`config.mk`:
```
export PLATFORM = sky130hd
export DESIGN_NAME = uart_rx
export DESIGN_NICKNAME = d
export VERILOG_FILES = /design/src/rtl/uart_pkg.sv /design/src/rtl/sync_2ff.sv /design/src/rtl/uart_rx.sv
export SDC_FILE = /design/constraint.sdc
export NUM_CORES = 1
export LEC_CHECK = 0
export CAP_MARGIN = 10
export CORE_MARGIN = 1
export CORE_UTILIZATION = 51
export DETAILED_ROUTE_END_ITERATION = 8
export GPL_TIMING_DRIVEN = 0
export PLACE_DENSITY = 0.74
export SLEW_MARGIN = 5
export SYNTH_ARGS = -nofsm -noshare
export SYNTH_HDL_FRONTEND = slang
export SYNTH_SLANG_ARGS = --single-unit
```
`constraint.sdc`:
```
create_clock -name clk -period 2.1 [get_ports clk]
set_clock_uncertainty 0.05 [all_clocks]
set_input_delay 0.21 -clock clk [delete_from_list [all_inputs] [get_ports clk]]
set_output_delay 0.21 -clock clk [all_outputs]
set_load 0.02 [all_outputs]
```
`src/rtl/uart_pkg.sv`:
```
// Shared UART definitions: frame state encoding, data width and the baud divider
// helper used by both the receiver and the transmitter.
package uart_pkg;

    localparam int DATA_BITS = 8;

    typedef enum logic [2:0] {
        IDLE,
        START,
        DATA,
        STOP,
        BREAK
    } uart_state_e;

    function automatic int clks_per_baud(input int clk_rate, input int baud_rate);
        return clk_rate / baud_rate;
    endfunction

endpackage

```
`src/rtl/sync_2ff.sv`:
```
// Generic two-flop synchroniser for asynchronous inputs; the reset value lets an
// idle-high line come out of reset without a false edge.
module sync_2ff #(
    parameter int               WIDTH     = 1,
    parameter logic [WIDTH-1:0] RESET_VAL = '1
) (
    input  logic             clk_i,
    input  logic             rst_i,
    input  logic [WIDTH-1:0] d_i,
    output logic [WIDTH-1:0] q_o
);

    logic [WIDTH-1:0] meta_q;
    logic [WIDTH-1:0] sync_q;

    always_ff @(posedge clk_i) begin
        if (rst_i) begin
            meta_q <= RESET_VAL;
            sync_q <= RESET_VAL;
        end else begin
            meta_q <= d_i;
            sync_q <= meta_q;
        end
    end

    assign q_o = sync_q;

endmodule

```
`src/rtl/uart_rx.sv`:
```
// 8N1 UART receiver: mid-bit start validation, centre sampling of each data bit,
// and a single-entry valid/ready output buffer with framing-error and overrun pulses.
module uart_rx
    import uart_pkg::*;
#(
    parameter int CLK_RATE  = 100_000_000,
    parameter int BAUD_RATE = 115_200
) (
    input  logic                 clk,
    input  logic                 areset,
    input  logic                 rxd_in,
    input  logic                 data_read_ready,
    output logic                 data_read_valid,
    output logic [DATA_BITS-1:0] data_out,
    output logic                 frame_error,
    output logic                 overrun
);

    localparam int CLKS_PER_BAUD = int'(clks_per_baud(CLK_RATE, BAUD_RATE));
    localparam int HALF_BAUD     = CLKS_PER_BAUD / 2;
    localparam int CNT_W         = $clog2(CLKS_PER_BAUD);

    localparam logic [CNT_W-1:0] CNT_FULL = CNT_W'(CLKS_PER_BAUD - 1);
    localparam logic [CNT_W-1:0] CNT_HALF = CNT_W'(HALF_BAUD - 1);
    localparam logic [2:0]       LAST_BIT = 3'(DATA_BITS - 1);

    generate
        if (CLKS_PER_BAUD < 4) begin : g_baud_chk
            $error("uart_rx: CLKS_PER_BAUD must be >= 4");
        end
    endgenerate

    logic rxd_s;

    sync_2ff #(
        .WIDTH     (1),
        .RESET_VAL (1'b1)
    ) u_sync (
        .clk_i (clk),
        .rst_i (areset),
        .d_i   (rxd_in),
        .q_o   (rxd_s)
    );

    uart_state_e          state_q,   state_d;
    logic [CNT_W-1:0]     clk_cnt_q, clk_cnt_d;
    logic [2:0]           bit_cnt_q, bit_cnt_d;
    logic [DATA_BITS-1:0] shift_q,   shift_d;
    logic [DATA_BITS-1:0] data_q,    data_d;
    logic                 valid_q,   valid_d;
    logic                 ferr_q,    ferr_d;
    logic                 ovr_q,     ovr_d;
    logic                 cnt_zero;

    assign cnt_zero = (clk_cnt_q == '0);

    always_ff @(posedge clk) begin
        if (areset) begin
            state_q   <= IDLE;
            clk_cnt_q <= '0;
            bit_cnt_q <= '0;
            shift_q   <= '0;
            data_q    <= '0;
            valid_q   <= 1'b0;
            ferr_q    <= 1'b0;
            ovr_q     <= 1'b0;
        end else begin
            state_q   <= state_d;
            clk_cnt_q <= clk_cnt_d;
            bit_cnt_q <= bit_cnt_d;
            shift_q   <= shift_d;
            data_q    <= data_d;
            valid_q   <= valid_d;
            ferr_q    <= ferr_d;
            ovr_q     <= ovr_d;
        end
    end

    always_comb begin : next_state
        state_d = state_q;
        case (state_q)
            IDLE:    if (!rxd_s) state_d = START;
            START:   if (cnt_zero) state_d = rxd_s ? IDLE : DATA;
            DATA:    if (cnt_zero && bit_cnt_q == LAST_BIT) state_d = STOP;
            STOP:    if (cnt_zero) state_d = rxd_s ? IDLE : BREAK;
            BREAK:   if (rxd_s) state_d = IDLE;
            default: state_d = IDLE;
        endcase
    end

    always_comb begin : datapath
        clk_cnt_d = clk_cnt_q;
        bit_cnt_d = bit_cnt_q;
        shift_d   = shift_q;
        data_d    = data_q;
        valid_d   = valid_q & ~data_read_ready;
        ferr_d    = 1'b0;
        ovr_d     = 1'b0;
        case (state_q)
            IDLE: begin
                if (!rxd_s) clk_cnt_d = CNT_HALF;
            end
            START: begin
                if (cnt_zero) begin
                    clk_cnt_d = CNT_FULL;
                    bit_cnt_d = '0;
                end else begin
                    clk_cnt_d = clk_cnt_q - CNT_W'(1);
                end
            end
            DATA: begin
                if (cnt_zero) begin
                    shift_d   = {rxd_s, shift_q[DATA_BITS-1:1]};
                    clk_cnt_d = CNT_FULL;
                    if (bit_cnt_q != LAST_BIT) bit_cnt_d = bit_cnt_q + 3'd1;
                end else begin
                    clk_cnt_d = clk_cnt_q - CNT_W'(1);
                end
            end
            STOP: begin
                if (!cnt_zero) begin
                    clk_cnt_d = clk_cnt_q - CNT_W'(1);
                end else if (!rxd_s) begin
                    ferr_d = 1'b1;
                end else if (!valid_q || data_read_ready) begin
                    // buffer is free, or is being drained on this very edge
                    data_d  = shift_q;
                    valid_d = 1'b1;
                end else begin
                    ovr_d = 1'b1;
                end
            end
            default: ;
        endcase
    end

    assign data_read_valid = valid_q;
    assign data_out        = data_q;
    assign frame_error     = ferr_q;
    assign overrun         = ovr_q;

endmodule

```
==> impl_metrics.py <==
metrics = {
    "cts": {
        "cts-htree-levels": 2,
        "cts_buffer_depth": 2,
        "tritoncts_num_sinks": 37,
        "cts_tree": "yes",
        "worst_skew_pair.late_latency_ns": 0.34,
        "cts_buffers": 5,
        "root_buffer": "sky130_fd_sc_hd__clkbuf_4",
        "clk_pin_slew_worst_paths_ns": 0.11,
        "hold_buffers": 0,
    },
    "detailed_routing": {
        "dr.first_iter.drc_count": 129,
        "ant_nets": 0,
        "vias_per_cell": 6.15,
        "firstDrtPassIters": 5,
        "wl_um": 4670,
        "wl_per_cell_um": 16.5,
        "route.vias.total": 1733,
        "drc_violations_left": 0,
    },
    "synth": {
        "ys.flop_type": "sky130_fd_sc_hd__dfxtp_1",
        "synth_cells": 201,
        "syn_nets": 209,
        "postSynthAreaPerCell_um2": 8.81,
        "post_synth_edffs": 0,
        "ys_seq_area_share_pct": 41.8,
        "mappedNetlistArea_um2": 1770,
        "ys_warn_count": 0,
        "ys_ff_latch": 37,
        "async_flop_share_pct": 0,
        "synth.lib_cells_used.distinct": 52,
    },
    "final_layout": {
        "final_nets": 243,
        "final_cell_area_um2": 2360,
        "n_fill_cell": 257,
        "synthToLayoutAreaGrowth_pct": 33.4,
        "layout_commonest_cell": "sky130_fd_sc_hd__dfxtp_1",
        "mostFrequentLayoutCells": "sky130_fd_sc_hd__dfxtp_1, sky130_fd_sc_hd__a21oi_1, sky130_fd_sc_hd__buf_4, sky130_fd_sc_hd__nor2_1, sky130_fd_sc_hd__clkdlybuf4s50_1",
        "drive_above_1_share_pct": 27.1,
        "n_antenna_cell": 0,
        "final_core_util_pct": 70.8,
    },
    "sta": {
        "post_route_worst_hold_slack_ns": 0.375,
        "max_slew_headroom_pct": 45.6,
        "max_slew.worst_pin.slew_ns": 0.816,
        "timing.final.max_slew_violations": 0,
        "final.setup.worst_slack_ns": -0.0688,
        "min_period_ns": 2.17,
        "fmaxAchievable_mhz": 461,
        "setup_repair_after_global_routing_missed_its_margin": "true",
        "final.period_utilization_pct": 103,
        "final_setup_violation_count": 3,
        "timing.setup.tns_ns": -0.133,
        "final_hold_viol_count": 0,
    },
    "die": {
        "start_util_pct": 53.1,
        "std_cell_rows": 21,
        "die_h_um": 60.9,
        "floorplan.die_area_um2": 3710,
        "io_pins": 15,
        "dieWidth_um": 60.9,
        "floorplan_core_area_um2": 3340,
    },
    "global_route": {
        "grt_overflow": 0,
        "grtUsageTotal_pct": 26.0,
        "grt_antenna_before_repair": 0,
        "grt_pass1_vias": 1457,
        "grt_pass1_wl_um": 6910,
        "grt_max_degree": 12,
    },
    "power_and_ir_drop": {
        "leakagePower_nw": 0.809,
        "vdd_ir_drop_max_v": 0.000487,
        "netSwitchingFraction_pct": 26.7,
        "power.share.sequential_pct": 48.3,
        "share_comb_of_total_power_pct": 17.5,
        "p_per_area_nw_per_um2": 643,
        "clock_power_share_pct": 34.2,
        "power.net_switching_w": 0.000406,
        "cellInternalPower_w": 0.00111,
    },
    "critical_path": {
        "worst_setup_path_endpoint": "state_q[0]$_SDFFE_PP0P_",
        "crit_arrival_ns": 2.41,
        "timing.reg2reg.setup_slack_ns": -0.07,
        "crit_path_end_kind": "register",
        "crit_required_ns": 2.34,
        "length_in_cells_of_the_worst_reg_to_reg_path": 7,
        "timing.rr.end": "state_q[0]$_SDFFE_PP0P_",
        "worst_r2r_startpoint": "clk_cnt_q[0]$_SDFFE_PP0P_",
        "worstSetupPathType": "register to register",
        "start_kind": "register",
        "path_max_fanout": 8,
        "worstSetupStartpoint": "clk_cnt_q[0]$_SDFFE_PP0P_",
    },
    "outcome": {
        "failing_checks": "setup timing",
        "status": "finished with violations",
    },
    "placed_design": {
        "gp_routability_congestion": 0.924,
        "pre_cts_ws_ns": -0.282,
        "number_of_buffer_cells_added_on_primary_ports": 13,
        "hpwl_um": 2760,
        "place_area_um2": 1960,
    },
    "run": {
        "maxCapViolCount": 0,
    },
    "worst_hold_path": {
        "timing.hold.worst.class": "register to register",
    },
}
==> final cells by class <==
cell class              count  area [um2]  area share, %
plain buffers              13        85.1           3.60
clock buffers               7        55.1           2.33
clock inverters             1        30.0           1.27
inverters                   5        18.8          0.794
multi-input cells         143        1080           45.7
flip-flops and latches     37         744           31.5
well taps                  46        57.6           2.44
repair buffers             30         292           12.3
==> sequential cells by signal, indices dropped and copies added (netlist names) <==
signal           count
clk_cnt_q           10
data_out             8
shift_q              8
bit_cnt_q            3
state_q              3
data_read_valid      1
frame_error          1
overrun              1
u_sync.meta_q        1
u_sync.q_o           1
==> cell families after synthesis <==
group                    count (synthesis)  share of synthesized area [%]
AO/OA/AOI/OAI                           53                           18.9
XOR/XNOR                                 2                          0.990
multiplexers                            10                           5.72
AND/OR/NAND/NOR                         74                           24.3
buffers and inverters                   21                           5.37
flip-flops                              37                           41.8
adder cells (fa/ha/maj)                  4                           2.83
==> worst min-delay path by stage <==
stage / startpoint / to / slack, ns / cells past startpoint
2_1_floorplan: rxd_in / u_sync.meta_q$_SDFF_PP1_ / 0.26 / 1
3_3_place_gp: u_sync.meta_q$_SDFF_PP1_ / u_sync.q_o$_SDFF_PP1_ / 0.35 / 1
3_5_place_dp: u_sync.meta_q$_SDFF_PP1_ / u_sync.q_o$_SDFF_PP1_ / 0.35 / 1
4_1_cts: u_sync.meta_q$_SDFF_PP1_ / u_sync.q_o$_SDFF_PP1_ / 0.38 / 1
5_1_grt: u_sync.meta_q$_SDFF_PP1_ / u_sync.q_o$_SDFF_PP1_ / 0.39 / 1
6_report: u_sync.meta_q$_SDFF_PP1_ / u_sync.q_o$_SDFF_PP1_ / 0.37 / 1
==> routing by layer <==
metal	wire length [um]	GRT usage [%]	share of wire, %
met5	0	0	0
met4	111	10.7	2.4
met3	339	7.25	7.3
met2	2190	40.7	47
met1	2020	33.7	43
==> cells in the mapped netlist, types with 3 or more instances <==
library cell | n | area (um2)
sky130_fd_sc_hd__dfxtp_1 | 37 | 741
sky130_fd_sc_hd__a21oi_1 | 22 | 110
sky130_fd_sc_hd__nor2_1 | 14 | 52.6
sky130_fd_sc_hd__nor3_1 | 12 | 60.1
sky130_fd_sc_hd__nand3_1 | 11 | 55.1
sky130_fd_sc_hd__clkbuf_1 | 10 | 37.5
sky130_fd_sc_hd__o21ai_0 | 10 | 50.1
sky130_fd_sc_hd__mux2i_1 | 9 | 90.1
sky130_fd_sc_hd__nand2_1 | 6 | 22.5
sky130_fd_sc_hd__nor4_1 | 6 | 37.5
sky130_fd_sc_hd__inv_1 | 5 | 18.8
sky130_fd_sc_hd__ha_1 | 4 | 50.1
sky130_fd_sc_hd__a22o_1 | 3 | 26.3
sky130_fd_sc_hd__nand2b_1 | 3 | 18.8
sky130_fd_sc_hd__or4_1 | 3 | 22.5
==> worst max-delay path, stage by stage (launching register included) <==
cell	delay [ns]
sky130_fd_sc_hd__dfxtp_2	0.35
sky130_fd_sc_hd__inv_2	0.08
sky130_fd_sc_hd__ha_4	0.12
sky130_fd_sc_hd__or4b_4	0.48
sky130_fd_sc_hd__buf_8	0.17
sky130_fd_sc_hd__o31a_1	0.32
sky130_fd_sc_hd__or4_4	0.45
sky130_fd_sc_hd__a21oi_2	0.12
==> power by group through the flow <==
stage | clock [W] | combinational [W] | sequential, W
2_1_floorplan | 0 | 0.000146 | 0.000744
3_3_place_gp | 0 | 0.000181 | 0.000748
4_1_cts | 0.000522 | 0.000230 | 0.000733
6_report | 0.000520 | 0.000266 | 0.000734
5_1_grt | 0.000553 | 0.000285 | 0.000736
3_5_place_dp | 0 | 0.000186 | 0.000748
==> what timing repair did <==
action                                  4_1_cts  5_1_grt
resized for setup                            26       26
setup buffers                                12        4
pin swaps                                     8       11
endpoints found under the setup margin       34       33
cloned                                        0        1
==> metrics by stage <==
stage	power [W]	cells
after floorplan	0.000891	201
after global placement	0.000929	260
after detailed placement	0.000935	260
after CTS	0.00148	279
after global routing	0.00157	282
final	0.00152	282
Power figures use the tool's default switching activity.
